`config.mk`:
```
export PLATFORM = sky130hd
export DESIGN_NAME = chacha_stream_xor
export DESIGN_NICKNAME = d
export VERILOG_FILES = /design/src/rtl/chacha_stream_xor.sv
export SDC_FILE = /design/constraint.sdc
export NUM_CORES = 1
export LEC_CHECK = 0
export ABC_AREA = 1
export CORE_ASPECT_RATIO = 0.75
export CORE_MARGIN = 10
export CORE_UTILIZATION = 35
export CTS_BUF_LIST = sky130_fd_sc_hd__clkbuf_16
export DETAILED_ROUTE_END_ITERATION = 6
export PLACE_DENSITY = 0.48
export SKIP_CTS_REPAIR_TIMING = 1
export SYNTH_ARGS = -nofsm -noshare
export SYNTH_HDL_FRONTEND = slang
export SYNTH_SLANG_ARGS = --single-unit
```
`constraint.sdc`:
```
create_clock -name clk -period 3 [get_ports clk]
set_input_delay 0.6 -clock clk [delete_from_list [all_inputs] [get_ports clk]]
set_output_delay 0.6 -clock clk [all_outputs]
set_load 0.02 [all_outputs]
```
`src/rtl/chacha_stream_xor.sv`:
```
`default_nettype none
// ============================================================================
// Module      : chacha_stream_xor
// Description : Front end for the chacha keystream core. Writes the 64-bit
//               block counter into the core, drains one keystream block into
//               a local buffer, then XORs it byte-by-byte onto a valid/ready
//               plaintext stream. Moves to the next counter value at block
//               end and returns to idle at end of message.
// Revision    : 1.0 - initial release
// ============================================================================
module chacha_stream_xor #(
    parameter int BLK_BYTES = 64,
    parameter int CTR_BYTES = 8
) (
    input  logic        clk,
    input  logic        rst_n,
    input  logic        start,
    input  logic [63:0] ctr_init,
    output logic        busy,
    output logic        ctr_ovf,
    input  logic        in_valid,
    output logic        in_ready,
    input  logic [7:0]  in_data,
    input  logic        in_last,
    output logic        out_valid,
    input  logic        out_ready,
    output logic [7:0]  out_data,
    output logic        out_last,
    output logic        ks_wr_ctr,
    output logic [7:0]  ks_data_in,
    output logic        ks_hold,
    input  logic        ks_blk_ready,
    output logic        ks_rd_blk,
    input  logic [7:0]  ks_data_out
);

    localparam int              IDX_W    = $clog2(BLK_BYTES);
    localparam logic [IDX_W-1:0] LAST_IDX = IDX_W'(BLK_BYTES - 1);
    localparam logic [IDX_W-1:0] LAST_CTR = IDX_W'(CTR_BYTES - 1);
    localparam logic [IDX_W-1:0] IDX_ONE  = IDX_W'(1);

    typedef enum logic [2:0] {
        S_IDLE   = 3'd0,
        S_LOAD   = 3'd1,
        S_WAIT   = 3'd2,
        S_FETCH  = 3'd3,
        S_STREAM = 3'd4
    } state_t;

    state_t           state;
    state_t           state_nxt;
    logic [63:0]      ctr;
    logic [IDX_W-1:0] idx;      // load byte, fetch address or stream position
    logic [7:0]       ks_buf [0:BLK_BYTES-1];
    logic             buf_we;
    logic [IDX_W-1:0] buf_addr;
    logic             accept;
    logic             ctr_inc;

    // The core never stalls the hold input in this system.
    assign ks_hold = 1'b0;

    // State register.
    always_ff @(posedge clk) begin
        if (!rst_n) begin
            state <= S_IDLE;
        end else begin
            state <= state_nxt;
        end
    end

    // Next-state decode and all combinational strobes to the core and the stream.
    always_comb begin
        state_nxt  = state;
        busy       = (state != S_IDLE);
        in_ready   = 1'b0;
        ks_wr_ctr  = 1'b0;
        ks_data_in = 8'h00;
        ks_rd_blk  = 1'b0;
        buf_we     = 1'b0;
        buf_addr   = idx;
        accept     = 1'b0;
        ctr_inc    = 1'b0;
        case (state)
            S_IDLE: begin
                if (start) begin
                    state_nxt = S_LOAD;
                end
            end
            S_LOAD: begin
                // Least significant counter byte goes out first.
                ks_data_in = 8'(ctr >> {idx, 3'b000});
                ks_wr_ctr  = (idx == '0);
                if (idx == LAST_CTR) begin
                    state_nxt = S_WAIT;
                end
            end
            S_WAIT: begin
                // Byte 0 is already on the bus when the read strobe goes out.
                if (ks_blk_ready) begin
                    ks_rd_blk = 1'b1;
                    buf_we    = 1'b1;
                    buf_addr  = '0;
                    state_nxt = S_FETCH;
                end
            end
            S_FETCH: begin
                buf_we = 1'b1;
                if (idx == LAST_IDX) begin
                    state_nxt = S_STREAM;
                end
            end
            S_STREAM: begin
                in_ready = !out_valid || out_ready;
                accept   = in_valid && in_ready;
                if (accept) begin
                    if (in_last) begin
                        ctr_inc   = 1'b1;
                        state_nxt = S_IDLE;
                    end else if (idx == LAST_IDX) begin
                        ctr_inc   = 1'b1;
                        state_nxt = S_LOAD;
                    end
                end
            end
            default: begin
                state_nxt = S_IDLE;
            end
        endcase
    end

    // Keystream buffer; contents are don't-care until refilled, so no reset.
    always_ff @(posedge clk) begin
        if (buf_we) begin
            ks_buf[buf_addr] <= ks_data_out;
        end
    end

    // Counter, position index, overflow flag and the single output stage.
    always_ff @(posedge clk) begin
        if (!rst_n) begin
            ctr       <= '0;
            idx       <= '0;
            ctr_ovf   <= 1'b0;
            out_valid <= 1'b0;
            out_last  <= 1'b0;
            out_data  <= 8'h00;
        end else begin
            case (state)
                S_IDLE: begin
                    if (start) begin
                        ctr     <= ctr_init;
                        ctr_ovf <= 1'b0;
                        idx     <= '0;
                    end
                end
                S_LOAD: begin
                    idx <= (idx == LAST_CTR) ? '0 : idx + IDX_ONE;
                end
                S_WAIT: begin
                    if (ks_blk_ready) begin
                        idx <= IDX_ONE;
                    end
                end
                S_FETCH: begin
                    idx <= (idx == LAST_IDX) ? '0 : idx + IDX_ONE;
                end
                S_STREAM: begin
                    if (accept) begin
                        idx <= (in_last || idx == LAST_IDX) ? '0 : idx + IDX_ONE;
                    end
                end
                default: begin
                    idx <= '0;
                end
            endcase

            if (ctr_inc) begin
                ctr <= ctr + 64'd1;
                if (&ctr) begin
                    ctr_ovf <= 1'b1;
                end
            end

            // A pending byte is held across state changes until taken.
            if (accept) begin
                out_data  <= in_data ^ ks_buf[idx];
                out_last  <= in_last;
                out_valid <= 1'b1;
            end else if (out_ready) begin
                out_valid <= 1'b0;
            end
        end
    end

endmodule
`default_nettype wire

```
### Word level (Yosys, flattened, before mapping)

Memories as Yosys holds them, arrays and structs flattened. A register that Yosys moved wholly into a read port is not among the register bits.
Index checks and enable logic that the tools add are counted.

| word-level totals | value |
|---|---|
| flip-flop bits (word level) | 84 |
| RAM bits | 512 |
| input bits | 87 |
| output and inout bits | 24 |
| word-level logic and storage cells | 80 |
| memories kept | 1 |

Memory list:

| name | words | bits a word | read ports | clocked after Yosys merged registers in | write ports | RTL line | text |
|---|---|---|---|---|---|---|---|
| ks_buf | 64 | 8 | 1 | 1 | 1 | 54 | `logic [7:0] ks_buf [0:BLK_BYTES-1];` |

| operators by class | value |
|---|---|
| add/sub/neg operators | 2 |
| equal/unequal tests | 13 |
| shifts and indexed selects | 1 |
| multiplexer cells | 41 |
| bitwise logic cells | 1 |
| reductions and logical operators | 14 |

Operators by type and width:

| operator | count |
|---|---|
| $mux W64 | 3 |
| $add A64 B1 Y64 const B | 1 |
| $reduce_and A64 Y1 | 1 |
| $shr A64 B9 Y8 | 1 |
| $mux W6 | 10 |
| $pmux W6 S5 | 1 |
| $mux W3 | 7 |
| $mux W1 | 17 |
| $pmux W3 S5 | 1 |
| $ne A2 B2 Y1 const B | 6 |
| $mux W8 | 1 |
| $xor A8 B8 Y8 | 1 |
| $add A6 B1 Y6 const B | 1 |
| $eq A3 B2 Y1 const B | 2 |
| $eq A6 B3 Y1 const B | 1 |
| $eq A6 B6 Y1 const B | 1 |
| $logic_not A6 Y1 | 1 |
| $reduce_and A6 Y1 | 1 |
| $reduce_bool A2 Y1 | 3 |
| $eq A3 B1 Y1 const B | 1 |
| $eq A3 B3 Y1 const B | 1 |
| $logic_not A3 Y1 | 1 |
| $ne A3 B3 Y1 const B | 1 |
| $reduce_and A3 Y1 | 1 |
| 6 further kinds | 7 |

### Depth between registers and ports, before layout

| depth | value |
|---|---|
| depth after elaboration | 8 |
| depth in mapped cells | 16 |
| depth with buffers taken out | 13 |

### Least setup slack after synthesis

No wires, ideal clock.

| timing path | value |
|---|---|
| kind | register -> output |
| start point | reg idx[0] |
| end point | out ks_data_in[1] |
| data arrival time | 1.670 ns |
| data required time | 2.400 ns |
| slack | 0.730 ns |
| cell stages (with the launch flop) | 7 |
| buffers on the path | 2 |
| cells stage by stage | dfxtp_1 clkbuf_1 clkbuf_1 nor2_1 nor2_1 o21ai_0 a211oi_1 |

| on the way | value |
|---|---|
| word-level cells in the longest chain between the ends | 2 |

RTL lines:

| element | RTL line | text |
|---|---|---|
| start: declaration | 53 | `logic [IDX_W-1:0] idx;` |
| start signal: assignment | 158 | `idx <= (idx == LAST_CTR) ? '0 : idx + IDX_ONE;` |
| start signal: assignment | 166 | `idx <= (idx == LAST_IDX) ? '0 : idx + IDX_ONE;` |
| start signal: assignment | 170 | `idx <= (in_last \|\| idx == LAST_IDX) ? '0 : idx + IDX_ONE;` |
| $shr A64 B9 Y8 | 92 | `ks_data_in = 8'(ctr >> {idx, 3'b000});` |
| $mux W8 | 84 | `case (state)` |
| end: declaration | 30 | `output logic [7:0] ks_data_in,` |

No other way between the ends.

### Worst setup path after layout

| timing path | value |
|---|---|
| start point | reg idx[0] |
| end point | out ks_data_in[2] |

Same word-level chain as after synthesis.

==> metrics.md <==
| Metric | Value |
|---|---|
| Status | `finished, violations left` |
| Failing checks | `DRC` |
| Fmax achieved | `0.3431 GHz` |
| Clk_lat worst skew | `620 ps` |
| Required time of the critical path | `2400 ps` |
| Final-report hold violation count | `0` |
| Min Clock Period, post-route | `2914 ps` |
| Pin count of the biggest net entering global routing | `97` |
| IO Pins | `111` |
| Ys flop type | `edfxtp_1` |
| Post-Synth Simple-Gate Area | `28.10%` |
| # setup viols final | `0` |
| Synth Area in Adders | `0.1369%` |
| Final slew viol count | `0` |
| Top cell type by total area after synthesis | `edfxtp_1` |
| Clock sink count | `602` |
| Most common cell after layout, fill and taps aside | `nand2_1` |
| Critical path capture point type | `output port` |
| Starting DRC count in detailed routing | `2240` |
| Layout Cells excl Fill | `4185` |
| Critical Path Source | `idx[0]$_SDFFE_PN0N_` |
| RSZ-0062 raised after global routing | `no` |
| Worst Tran Pin Value | `1143 ps` |
| Async SR Flop Fraction | `0%` |
| # diodes | `0` |
| Final WL | `97290 um` |
| Placed inst area | `30730 um2` |
| Leak pwr | `12.02 nW` |
| CTS Buf Count | `66` |
| Die Ht | `262.4 um` |
| CP Launch Type | `register` |
| Total Routing Usage GR | `20.79%` |
| Global-route wire length before repair | `140500 um` |
| Vias/cell | `5.313` |
| Worst-path clk slew | `60 ps` |
| Hold WS | `453.0 ps` |
| Post-synthesis xor/xnor area fraction | `0.6069%` |
| Largest family of logic cells by synthesized area | `simple AND/OR/NAND/NOR gates` |
| Row count | `88` |
| Root buf cell | `clkbuf_16` |
| Post-route cell area | `33010 um2` |
| Gate Count Post-Synth | `2897` |
| Post-synth EDFFs | `512` |
| Tot Pwr | `22.95 mW` |
| Layout cells sized above 1 | `10.54%` |
| R2R Setup Slk | `300 ps` |
| Pwr/cell area | `695.1 nW/um2` |
| Final period util | `97.15%` |
| Worst r2r dst | `ctr[55]$_SDFFE_PN0P_` |
| Launch point of the worst reg-to-reg path | `ctr[21]$_SDFFE_PN0P_` |
| Core area | `77290 um2` |
| Fillers | `7551` |
| Area Growth Syn to Fin | `20.39%` |
| Mux share of post-synthesis cell area | `0%` |
| Htree depth | `3` |
| Fin Setup TNS | `0 ps` |
| Initial DRT Pass Iterations | `7` |
| Clk_skew | `26.52 ps` |
| Nets | `3187` |
| Initial Utilization | `35.48%` |
| Max-slew headroom | `23.11%` |
| Maximum VDD drop | `0.3766 mV` |
| Compound-Gate Fraction of Synth Area | `4.189%` |
| Synthesis Warnings | `0` |
| DPL Wire Length | `67390 um` |
| CP arrival | `2310 ps` |
| ANT nets after route | `0` |
| Die area | `90060 um2` |
| Synth area leaders | `edfxtp_1, nand2_1, nand3_1` |
| Routed length per instance | `23.25 um` |
| Deepest clock path buffer count | `3` |
| RePlAce Congestion | `1.007` |
| Placed Cells | `4064` |
| Syn avg cell area | `9.465 um2` |
| Kind of critical path | `reg -> out` |
| Synth Register Bits | `602` |
| FF-to-FF path depth | `11` |
| Hold Path Class | `in -> reg` |
| Vias in the first global route | `21186` |
| Max_cap viols | `0` |
| Worst Path Max Fanout | `5` |
| Vias after detailed routing | `22234` |
| GRT Residual Overflow | `0` |
| CTS tree | `done` |
| Syn Nets | `2987` |
| Die X | `343.2 um` |
| Commonest cells after routing, fill and taps aside | `nand2_1, nand3_1, edfxtp_1, nor2_1, buf_4` |
| Seq/Total Area, Yosys | `62.64%` |
| I/O Buffers | `109` |
| DRC Markers | `1` |
| Yosys top cell area share | `56.07%` |
| Initial antenna violation count | `1` |
| Setup crit end | `ks_data_in[2]` |
| Synth unique cells | `50` |
| Mapped Area | `27420 um2` |
cells in the mapped netlist, types with 2 or more instances:
master and instances:
nand3_2 2, buf_2 66, nand4_1 34, or2_0 2, nor4_1 5, a211oi_1 5, nor3_1 32, o221ai_1 6
xor2_1 14, inv_1 122, o21ai_1 2, buf_4 3, nand3_4 2, or2_2 6, nand3_1 522, clkbuf_1 60
o21ai_0 52, a21oi_1 71, nand3b_1 3, nor2_4 7, dfxtp_1 90, buf_1 24, inv_2 9, nor3_2 2
xnor2_1 5, o211ai_1 14, edfxtp_1 512, nand2_1 929, a31oi_1 17, ha_1 3, a221oi_1 15, o311ai_0 2
o21bai_1 3, nor2_1 233, nor2_2 5, nand2_2 4
kinds of logic (layout without fill, tap and decap cells):
family,after synthesis,after routing
and+or+nand+nor,1792,1792
DFF,602,602
buffers and inverters,287,540
AOI/OAI and AO/OA,193,193
xor gates and xnor gates,19,19
adders and majority gates,3,3
other,1,1
worst min path at each step:
stage / to / cells after the start / from
CTS: ks_buf[55][1]$_DFFE_PP_ / 1 / ks_data_out[1]
detailed placement: ctr[43]$_SDFFE_PN0P_ / 2 / ctr[43]$_SDFFE_PN0P_
finish: ks_buf[51][3]$_DFFE_PP_ / 1 / ks_data_out[3]
global placement: out_last$_SDFFE_PN0P_ / 2 / out_last$_SDFFE_PN0P_
floorplan: ctr[63]$_SDFFE_PN0P_ / 2 / ctr[63]$_SDFFE_PN0P_
global route: ks_buf[50][1]$_DFFE_PP_ / 1 / ks_data_out[1]
metal layers:
metal	up-vias	track usage (%)	share of wire, %
li1	10382	-	-
met1	10847	31.58	48
met2	887	28.20	40
met3	116	6.458	9.6
met4	2	4.762	2.1
met5	-	0	0.013
critical path, stage by stage (launching register included):
cell      delay [ps]
dfxtp_1          420
nand2_1          170
buf_4            190
o221ai_1         200
o21ai_0          130
buf_4            150
a21oi_1          220
clkbuf_2         230
area by class of cell:
cell class / count / area, um2 / share of cell area (%)
repair buffers: 287 / 2693 / 8.156
multi-input cells: 2008 / 9070 / 27.47
well taps: 1035 / 1295 / 3.923
clock buffers: 68 / 1702 / 5.154
inverters: 132 / 509.2 / 1.543
clock inverters: 53 / 558.0 / 1.690
flip-flops and latches: 602 / 17190 / 52.06
power breakdown:
group	switching, mW	total (mW)	internal (mW)
sequential	0.395	9.72	9.32
clock	3.46	8.55	5.09
combinational	3.19	4.68	1.49
state kept, by name (all words and copies together), names as in the netlist, named ones only:
signal	flops
ks_buf	512
ctr	64
out_data	8
idx	6
state	3
ctr_ovf	1
out_last	1
out_valid	1
stage by stage:
step | setup WS [ps] | utilization, %
floorplan | 729.7 | -
global placement | 93.05 | 39.76
detailed placement | 96.62 | 39.76
CTS | -315.1 | 42.68
global route | 32.83 | 42.71
finish | 85.51 | 42.71
(Power assumes the default switching activity.)
